<file path="src/rtl/mem_req_scheduler.sv">
// rtl/mem_req_scheduler.sv - round-robin icache/dcache arbiter onto the ExtMemModel request channel
// Optional build macro: MEM_SCHED_PERF_EN adds ic_grant_cnt, dc_grant_cnt, ic_stall_cnt outputs.
module mem_req_scheduler #(
    parameter int ADDR_BITS       = 28,
    parameter int TAG_BITS        = 5,
    parameter int DATA_BEATS      = 4,
    parameter int MAX_OUTSTANDING = 4
) (
    input  logic                 clk,
    input  logic                 reset,
    input  logic                 ic_req_valid,
    output logic                 ic_req_ready,
    input  logic [ADDR_BITS-1:0] ic_req_addr,
    output logic                 ic_resp_valid,
    input  logic                 dc_req_valid,
    output logic                 dc_req_ready,
    input  logic                 dc_req_rw,
    input  logic [ADDR_BITS-1:0] dc_req_addr,
    output logic                 dc_resp_valid,
    input  logic                 dc_wdata_valid,
    output logic                 dc_wdata_ready,
    output logic                 mem_req_valid,
    input  logic                 mem_req_ready,
    output logic                 mem_req_rw,
    output logic [ADDR_BITS-1:0] mem_req_addr,
    output logic [TAG_BITS-1:0]  mem_req_tag,
    output logic                 mem_req_data_valid,
    input  logic                 mem_req_data_ready,
    input  logic                 mem_resp_valid,
    input  logic [TAG_BITS-1:0]  mem_resp_tag,
    output logic                 busy
`ifdef MEM_SCHED_PERF_EN
    ,
    output logic [31:0]          ic_grant_cnt,
    output logic [31:0]          dc_grant_cnt,
    output logic [31:0]          ic_stall_cnt
`endif
);

    localparam int ID_BITS = TAG_BITS - 1;
    localparam int CNT_W   = $clog2(MAX_OUTSTANDING + 1);
    localparam int BEAT_W  = (DATA_BEATS > 1) ? $clog2(DATA_BEATS) : 1;
    localparam logic [CNT_W-1:0]  MAX_CNT   = CNT_W'(MAX_OUTSTANDING);
    localparam logic [BEAT_W-1:0] LAST_BEAT = BEAT_W'(DATA_BEATS - 1);

    typedef enum logic [1:0] {IDLE, ISSUE, WDATA} state_t;

    state_t             r_state;
    state_t             w_next;
    logic               r_owner;        // 0 = icache, 1 = dcache
    logic               r_rw;
    logic               r_rr_dc;        // last granted requester was the dcache
    logic [CNT_W-1:0]   r_outstanding;
    logic [ID_BITS-1:0] r_id;
    logic [BEAT_W-1:0]  r_beat;

    logic w_rd_ok;
    logic w_ic_elig;
    logic w_dc_elig;
    logic w_grant;
    logic w_grant_dc;
    logic w_accept;
    logic w_rd_accept;
    logic w_beat_fire;

    // Reads are throttled by the in-flight limit; dcache writes never are.
    assign w_rd_ok     = (r_outstanding < MAX_CNT);
    assign w_ic_elig   = ic_req_valid && w_rd_ok;
    assign w_dc_elig   = dc_req_valid && (dc_req_rw || w_rd_ok);
    assign w_accept    = (r_state == ISSUE) && mem_req_ready;
    assign w_rd_accept = w_accept && !r_rw;
    assign w_beat_fire = (r_state == WDATA) && dc_wdata_valid && mem_req_data_ready;

    assign ic_resp_valid = mem_resp_valid && !mem_resp_tag[0];
    assign dc_resp_valid = mem_resp_valid && mem_resp_tag[0];
    assign busy          = (r_state != IDLE) || (r_outstanding != '0);

    // State register.
    always_ff @(posedge clk or posedge reset) begin
        if (reset) r_state <= IDLE;
        else       r_state <= w_next;
    end

    // Next-state decode, arbitration and channel muxing.
    always_comb begin
        w_next             = r_state;
        w_grant            = 1'b0;
        w_grant_dc         = 1'b0;
        mem_req_valid      = 1'b0;
        mem_req_rw         = 1'b0;
        mem_req_addr       = '0;
        mem_req_tag        = '0;
        ic_req_ready       = 1'b0;
        dc_req_ready       = 1'b0;
        mem_req_data_valid = 1'b0;
        dc_wdata_ready     = 1'b0;
        case (r_state)
            IDLE: begin
                if (w_ic_elig || w_dc_elig) begin
                    w_grant    = 1'b1;
                    w_grant_dc = w_dc_elig && (!w_ic_elig || !r_rr_dc);
                    w_next     = ISSUE;
                end
            end
            ISSUE: begin
                mem_req_valid = 1'b1;
                mem_req_rw    = r_rw;
                mem_req_addr  = r_owner ? dc_req_addr : ic_req_addr;
                mem_req_tag   = r_rw ? TAG_BITS'(1) : {r_id, r_owner};
                ic_req_ready  = mem_req_ready && !r_owner;
                dc_req_ready  = mem_req_ready && r_owner;
                if (mem_req_ready) w_next = r_rw ? WDATA : IDLE;
            end
            WDATA: begin
                mem_req_data_valid = dc_wdata_valid;
                dc_wdata_ready     = mem_req_data_ready;
                if (w_beat_fire && (r_beat == LAST_BEAT)) w_next = IDLE;
            end
            default: w_next = IDLE;
        endcase
    end

    // Latch the winner at grant; move the round-robin pointer on acceptance.
    always_ff @(posedge clk or posedge reset) begin
        if (reset) begin
            r_owner <= 1'b0;
            r_rw    <= 1'b0;
            r_rr_dc <= 1'b1;
        end else begin
            if (w_grant) begin
                r_owner <= w_grant_dc;
                r_rw    <= w_grant_dc && dc_req_rw;
            end
            if (w_accept) r_rr_dc <= r_owner;
        end
    end

    // Reads in flight: accepted read adds one, response beat removes one, saturating at zero.
    always_ff @(posedge clk or posedge reset) begin
        if (reset) begin
            r_outstanding <= '0;
        end else if (w_rd_accept && !mem_resp_valid) begin
            r_outstanding <= r_outstanding + CNT_W'(1);
        end else if (!w_rd_accept && mem_resp_valid && (r_outstanding != '0)) begin
            r_outstanding <= r_outstanding - CNT_W'(1);
        end
    end

    // Read id advances per accepted read and wraps.
    always_ff @(posedge clk or posedge reset) begin
        if (reset)            r_id <= '0;
        else if (w_rd_accept) r_id <= r_id + ID_BITS'(1);
    end

    // Write-beat counter restarts when a write is accepted.
    always_ff @(posedge clk or posedge reset) begin
        if (reset)                   r_beat <= '0;
        else if (w_accept && r_rw)   r_beat <= '0;
        else if (w_beat_fire)        r_beat <= r_beat + BEAT_W'(1);
    end

`ifdef MEM_SCHED_PERF_EN
    // Free-running grant and icache stall counters.
    always_ff @(posedge clk or posedge reset) begin
        if (reset) begin
            ic_grant_cnt <= '0;
            dc_grant_cnt <= '0;
            ic_stall_cnt <= '0;
        end else begin
            if (ic_req_ready)                  ic_grant_cnt <= ic_grant_cnt + 32'd1;
            if (dc_req_ready)                  dc_grant_cnt <= dc_grant_cnt + 32'd1;
            if (ic_req_valid && !ic_req_ready) ic_stall_cnt <= ic_stall_cnt + 32'd1;
        end
    end
`endif

endmodule

</file>
<file path="config.mk">
export PLATFORM = sky130hd
export DESIGN_NAME = mem_req_scheduler
export DESIGN_NICKNAME = d
export VERILOG_FILES = /design/src/rtl/mem_req_scheduler.sv
export SDC_FILE = /design/constraint.sdc
export NUM_CORES = 1
export LEC_CHECK = 0
export BUFFER_PORTS_ARGS = -buffer_cell sky130_fd_sc_hd__buf_4
export CAP_MARGIN = 20
export CORE_MARGIN = 1.5
export CORE_UTILIZATION = 38
export DETAILED_ROUTE_END_ITERATION = 7
export GPL_TIMING_DRIVEN = 0
export PLACE_DENSITY = 0.8
export SLEW_MARGIN = 40
export SYNTH_ARGS = -nofsm -noshare
export SYNTH_HDL_FRONTEND = slang
export SYNTH_SLANG_ARGS = --single-unit
</file>
<file path="constraint.sdc">
create_clock -name clk -period 2.8 [get_ports clk]
set_input_delay 0.84 -clock clk [delete_from_list [all_inputs] [get_ports clk]]
set_output_delay 0.84 -clock clk [all_outputs]
set_load 0.02 [all_outputs]
</file>
---- Word-level counts from Yosys, hierarchy flattened ----
Index checks and enable logic that the tools add are counted.
Widths: inputs -> output; s select.
word-level totals
  register bits after elaboration ......... 14
  output and inout bits ................... 42
operators by class
  add/sub/neg operators ................... 4
  magnitude comparators ................... 1
  eq/ne operators ......................... 6
  multiplexer cells ....................... 23
  reductions and logical operators ........ 34
operators by type and width
  kind                 count
  $mux 28              2
  $logic_and 1x1->1    17
  $mux 2               6
  $mux 1               10
  $mux 5               2
  $logic_not 1->1      7
  $mux 3               2
  $pmux 2 s3           1
  $reduce_bool 2->1    3
  $add 4x1->4 const B  1
  $eq 2x2->1 const B   2
  $logic_or 1x1->1     4
  $ne 2x2->1 const B   2
  $add 3x1->3 const B  1
  $lt 3x3->1 const B   1
  $reduce_and 3->1     1
  $reduce_bool 3->1    1
  $sub 3x1->3 const B  1
  $add 2x1->2 const B  1
  $eq 2x1->1 const B   1
  $logic_not 2->1      1
  $ne 2x1->1 const B   1

---- Depth between registers and ports, before layout ----
  word-level depth ........................ 8
  depth in mapped cells ................... 8
  gate-level depth less buffers ........... 6

---- Worst setup path after synthesis ----
OpenSTA, ideal clock, no wires.
  path kind ............................... input port to flip-flop
  start ................................... in mem_req_ready
  end ..................................... reg r_outstanding[2]
  arrival ................................. 2141 ps
  required time ........................... 2710 ps
  setup slack ............................. 569 ps
  cell stages on the path ................. 7
  cell sequence ........................... and4bb_4 buf_12 nand2_1 fa_1 nor4_1 a21oi_1 o221ai_1
on the way
  word-level cells in the longest chain between the ends .. 6
  elaborated cells on any way between the ends .. 8
  classes of those cells .................. mux: 1; reduce/logical: 7
RTL lines
  what                            line  RTL
  start: declaration              23    input logic mem_req_ready,
  $logic_and 1x1->1 *             70    assign w_accept = (r_state == ISSUE) && mem_req_ready;
  $logic_and 1x1->1 *             71    assign w_rd_accept = w_accept && !r_rw;
  $logic_not 1->1                 144   end else if (!w_rd_accept && mem_resp_valid && (r_outstanding != '0)) begin
  $logic_and 1x1->1 (2 in a row)  144
  $reduce_bool 2->1 (no line)     -
  end signal: assignment          143   r_outstanding <= r_outstanding + CNT_W'(1);
  end signal: assignment          145   r_outstanding <= r_outstanding - CNT_W'(1);
  end: declaration                53    logic [CNT_W-1:0] r_outstanding;
Every way passes the cells marked *; elsewhere a longest branch is shown, timed or not.
A chain may end at the register's enable or synchronous reset.

---- Final worst setup path ----
  start ................................... reg r_state[1]
  end ..................................... out mem_req_addr[9]
on the way
  word-level cells in the longest chain between the ends .. 2
RTL lines
  what                      line  RTL
  start: declaration        48    state_t r_state;
  start signal: assignment  81    else r_state <= w_next;
  $eq 2x1->1                97    case (r_state)
  $mux 28                   97
  end: declaration          25    output logic [ADDR_BITS-1:0] mem_req_addr,
Every way passes these cells.

==> out/qor.csv <==
stage;metric;value;unit
run_status;outcome;finished, final reports clean;
grt;grt-ovfl-total;0;
sta;hold_violations;0;
logic_synthesis;avgSynthCellArea;8.30;um^2
logic_synthesis;synth_top_cell_by_area;dfrtp_1;
logic_synthesis;yosysSeqAreaShare;27.7;%
logic_synthesis;yosys_warnings;0;
power_and_ir_drop;swShare;48.7;%
route;drcViolationCount;0;
sta;rsz0062_at_grt;no;
final_layout;antenna_cells;0;
worst_hold_path;hp-class;flip-flop to flip-flop;
power_and_ir_drop;power_frac_comb;76.4;%
logic_synthesis;synth.most_common_cell;nor2_1;
power_and_ir_drop;p_leak;1.20;nW
critical_path;arrival;1630;ps
grt;antenna_found_initial;0;
sta;max_freq;0.405;GHz
logic_synthesis;synth.area.top_cells;dfrtp_1 (26%), mux2i_1 (23%), nor2_1 (12%), and2_1 (3.9%), dfstp_2 (2.1%);
final_layout;nNetsFinal;338;
logic_synthesis;syn_inst;153;
place;dpl.hpwl;3250;um
logic_synthesis;ys_ff_latch;14;
logic_synthesis;synthFlopType;dfrtp_1;
sta;fin_worst_skew;1.26;ps
logic_synthesis;synth-edff-count;0;
job;timing.max_cap.violations;0;
grt;grt_pass1_vias;1342;
clock_tree;path_clk_slew;90;ps
final_layout;drive_gt1_share;46.6;%
sta;slew_violations;0;
clock_tree;clockBufferDepth;2;
clock_tree;clk_latency;280;ps
clock_tree;clockRootBuffer;clkbuf_4;
power_and_ir_drop;ir_drop;0.541;mV
power_and_ir_drop;clockPowerShare;6.4;%
logic_synthesis;async_flop_share;100;%
sta;worstMarginPinSlew;539;ps
logic_synthesis;synth_area;1270;um^2
logic_synthesis;synth_commonest_cells;nor2_1 (40), mux2i_1 (29), dfrtp_1 (13), and2_1 (8), nand2_1 (6);
clock_tree;cts_tree;done;
floorplanning;core_area;3100;um^2
power_and_ir_drop;internal_power;1.18;mW
logic_synthesis;synth_top_area_share;25.6;%
critical_path;crit_required;1960;ps
floorplanning;die_h;60.8;um
floorplanning;fp.dieArea;3700;um^2
floorplanning;io_pins;112;
route;vias;1475;
final_layout;area.growth.synth_to_final;70.4;%
power_and_ir_drop;p_switching;1.12;mW
logic_synthesis;synth_nets;226;
critical_path;cp-start-kind;flip-flop;
clock_tree;htreeDepth;1;
sta;fin_crit_sh;88.1;%
clock_tree;cts_hold_buffers;0;
route;drtIter0Drc;55;
final_layout;final_area;2160;um^2
route;viasPerCell;4.79;
final_layout;filler_cell_count;292;
grt;grt_max_degree;15;
floorplanning;die_width;60.8;um
critical_path;worstPathMaxFanout;10;
clock_tree;cts_resized;0;
sta;fin_crit;2470;ps
logic_synthesis;synth.distinct_cells;34;
route;post_drt_wl_per_cell;12.8;um
clock_tree;cts_buffers;3;
place;dpl_cell_area;2130;um^2
power_and_ir_drop;power_density;1060;nW/um^2
sta;maxSlewHeadroom;64.0;%
floorplanning;start_util;40.9;%
route;ant_nets;0;
route;wirelength;3940;um
floorplanning;rows;20;
critical_path;path_class;flip-flop to primary output;
grt;grtUsageTotal;20.8;%
place;gp_congestion;0.678;
clock_tree;post_cts_buffers;0;
clock_tree;clock-sinks;14;
place;io_buffers;107;
power_and_ir_drop;pwr-share-seq;17.2;%
sta;setup-tns-final;0;ps
sta;finalSetupViolations;0;
power_and_ir_drop;p_total;2.30;mW
grt;grt_pass1_wl;5890;um
route;firstDrtPassIters;4;
critical_path;worst_setup_path_end_kind;primary output;
final cells by class:
| cell class | instances | area, um^2 | share of cell area, % |
|---|---|---|---|
| Inverter | 5 | 18.8 | 0.867 |
| Multi-Input combinational cell | 124 | 832 | 38.4 |
| Buffer | 10 | 67.6 | 3.12 |
| Tap cell | 44 | 55.1 | 2.54 |
| Clock buffer | 4 | 36.3 | 1.68 |
| Timing Repair Buffer | 107 | 803 | 37.1 |
| Sequential cell | 14 | 352 | 16.2 |
state kept, by name, indices dropped and copies added, names as in the netlist:
register and count:
r_beat 2, r_owner 1, r_rr_dc 1, r_state 2, r_id 4, r_outstanding 3
r_rw 1
cell usage in the layout, fill, tap and decap left out, types with 2 or more instances in the layout:
cell	count
buf_4	107
nor2_1	40
mux2i_1	29
dfrtp_1	13
and2_1	8
nand2_1	6
buf_2	5
inv_1	5
a21oi_1	4
o21ai_0	4
clkbuf_1	3
nand3_1	3
xnor2_1	3
a211oi_1	3
clkbuf_4	3
nor3_1	2
a21o_1	2
xor2_1	2
mux2_2	2
a31oi_1	2
ha_1	2
per-stage QoR:
| step | std cells | setup slack (ps) | hold slack [ps] | util (%) |
|---|---|---|---|---|
| 2_1_floorplan | 153 | 569 | 438 | - |
| 3_3_place_gp | 304 | 329 | 461 | 68.6 |
| 3_5_place_dp | 304 | 320 | 456 | 68.6 |
| 4_1_cts | 308 | 317 | 475 | 69.8 |
| 5_1_grt | 308 | 190 | 500 | 69.8 |
| 6_report | 308 | 332 | 473 | 69.8 |
critical path, stage by stage, from the launching register on:
cell and delay (ps):
dfrtp_1 430, nand2b_2 240, buf_2 200, buf_2 200, nor2_1 130, buf_4 150
cell families (layout without fill, tap and decap cells):
group | Yosys count | count (layout) | synth area share, %
mux | 31 | 31 | 24.6
compound gates | 19 | 19 | 9.85
fa+ha+maj | 3 | 3 | 3.55
buf+inv | 15 | 126 | 6.80
simple gates | 66 | 66 | 24.0
flops | 14 | 14 | 27.7
xor+xnor | 5 | 5 | 3.45
final timing paths:
| kind | cells past startpoint | from | endpoint | slack (ps) |
|---|---|---|---|---|
| max | 5 | r_state[1] | mem_req_addr[9] | 330 |
| min | 1 | r_id[3] | r_id[3] | 470 |
| max reg2reg | 8 | r_rw | r_outstanding[2] | 680 |
| min reg2reg | 1 | r_id[3] | r_id[3] | 470 |
| max in group asynchronous | 2 | reset | r_rr_dc | 1840 |
| min in group asynchronous | 2 | reset | r_outstanding[1] | 590 |
metal layers:
layer,wire [um],vias to the layer above,track usage [%]
met5,0,-,0
met4,39,0,4.04
met3,293,4,5.97
met2,2010,55,35.3
met1,1600,665,26.4
li1,-,751,-
power by group through the flow:
stage	combinational, mW	clock, mW	sequential, mW
3_5_place_dp	1.77	0	0.397
3_3_place_gp	1.75	0	0.395
4_1_cts	1.77	0.154	0.395
2_1_floorplan	1.15	0	0.377
5_1_grt	1.92	0.166	0.409
6_report	1.76	0.148	0.395
No activity file was read; power rests on OpenSTA's default activity.
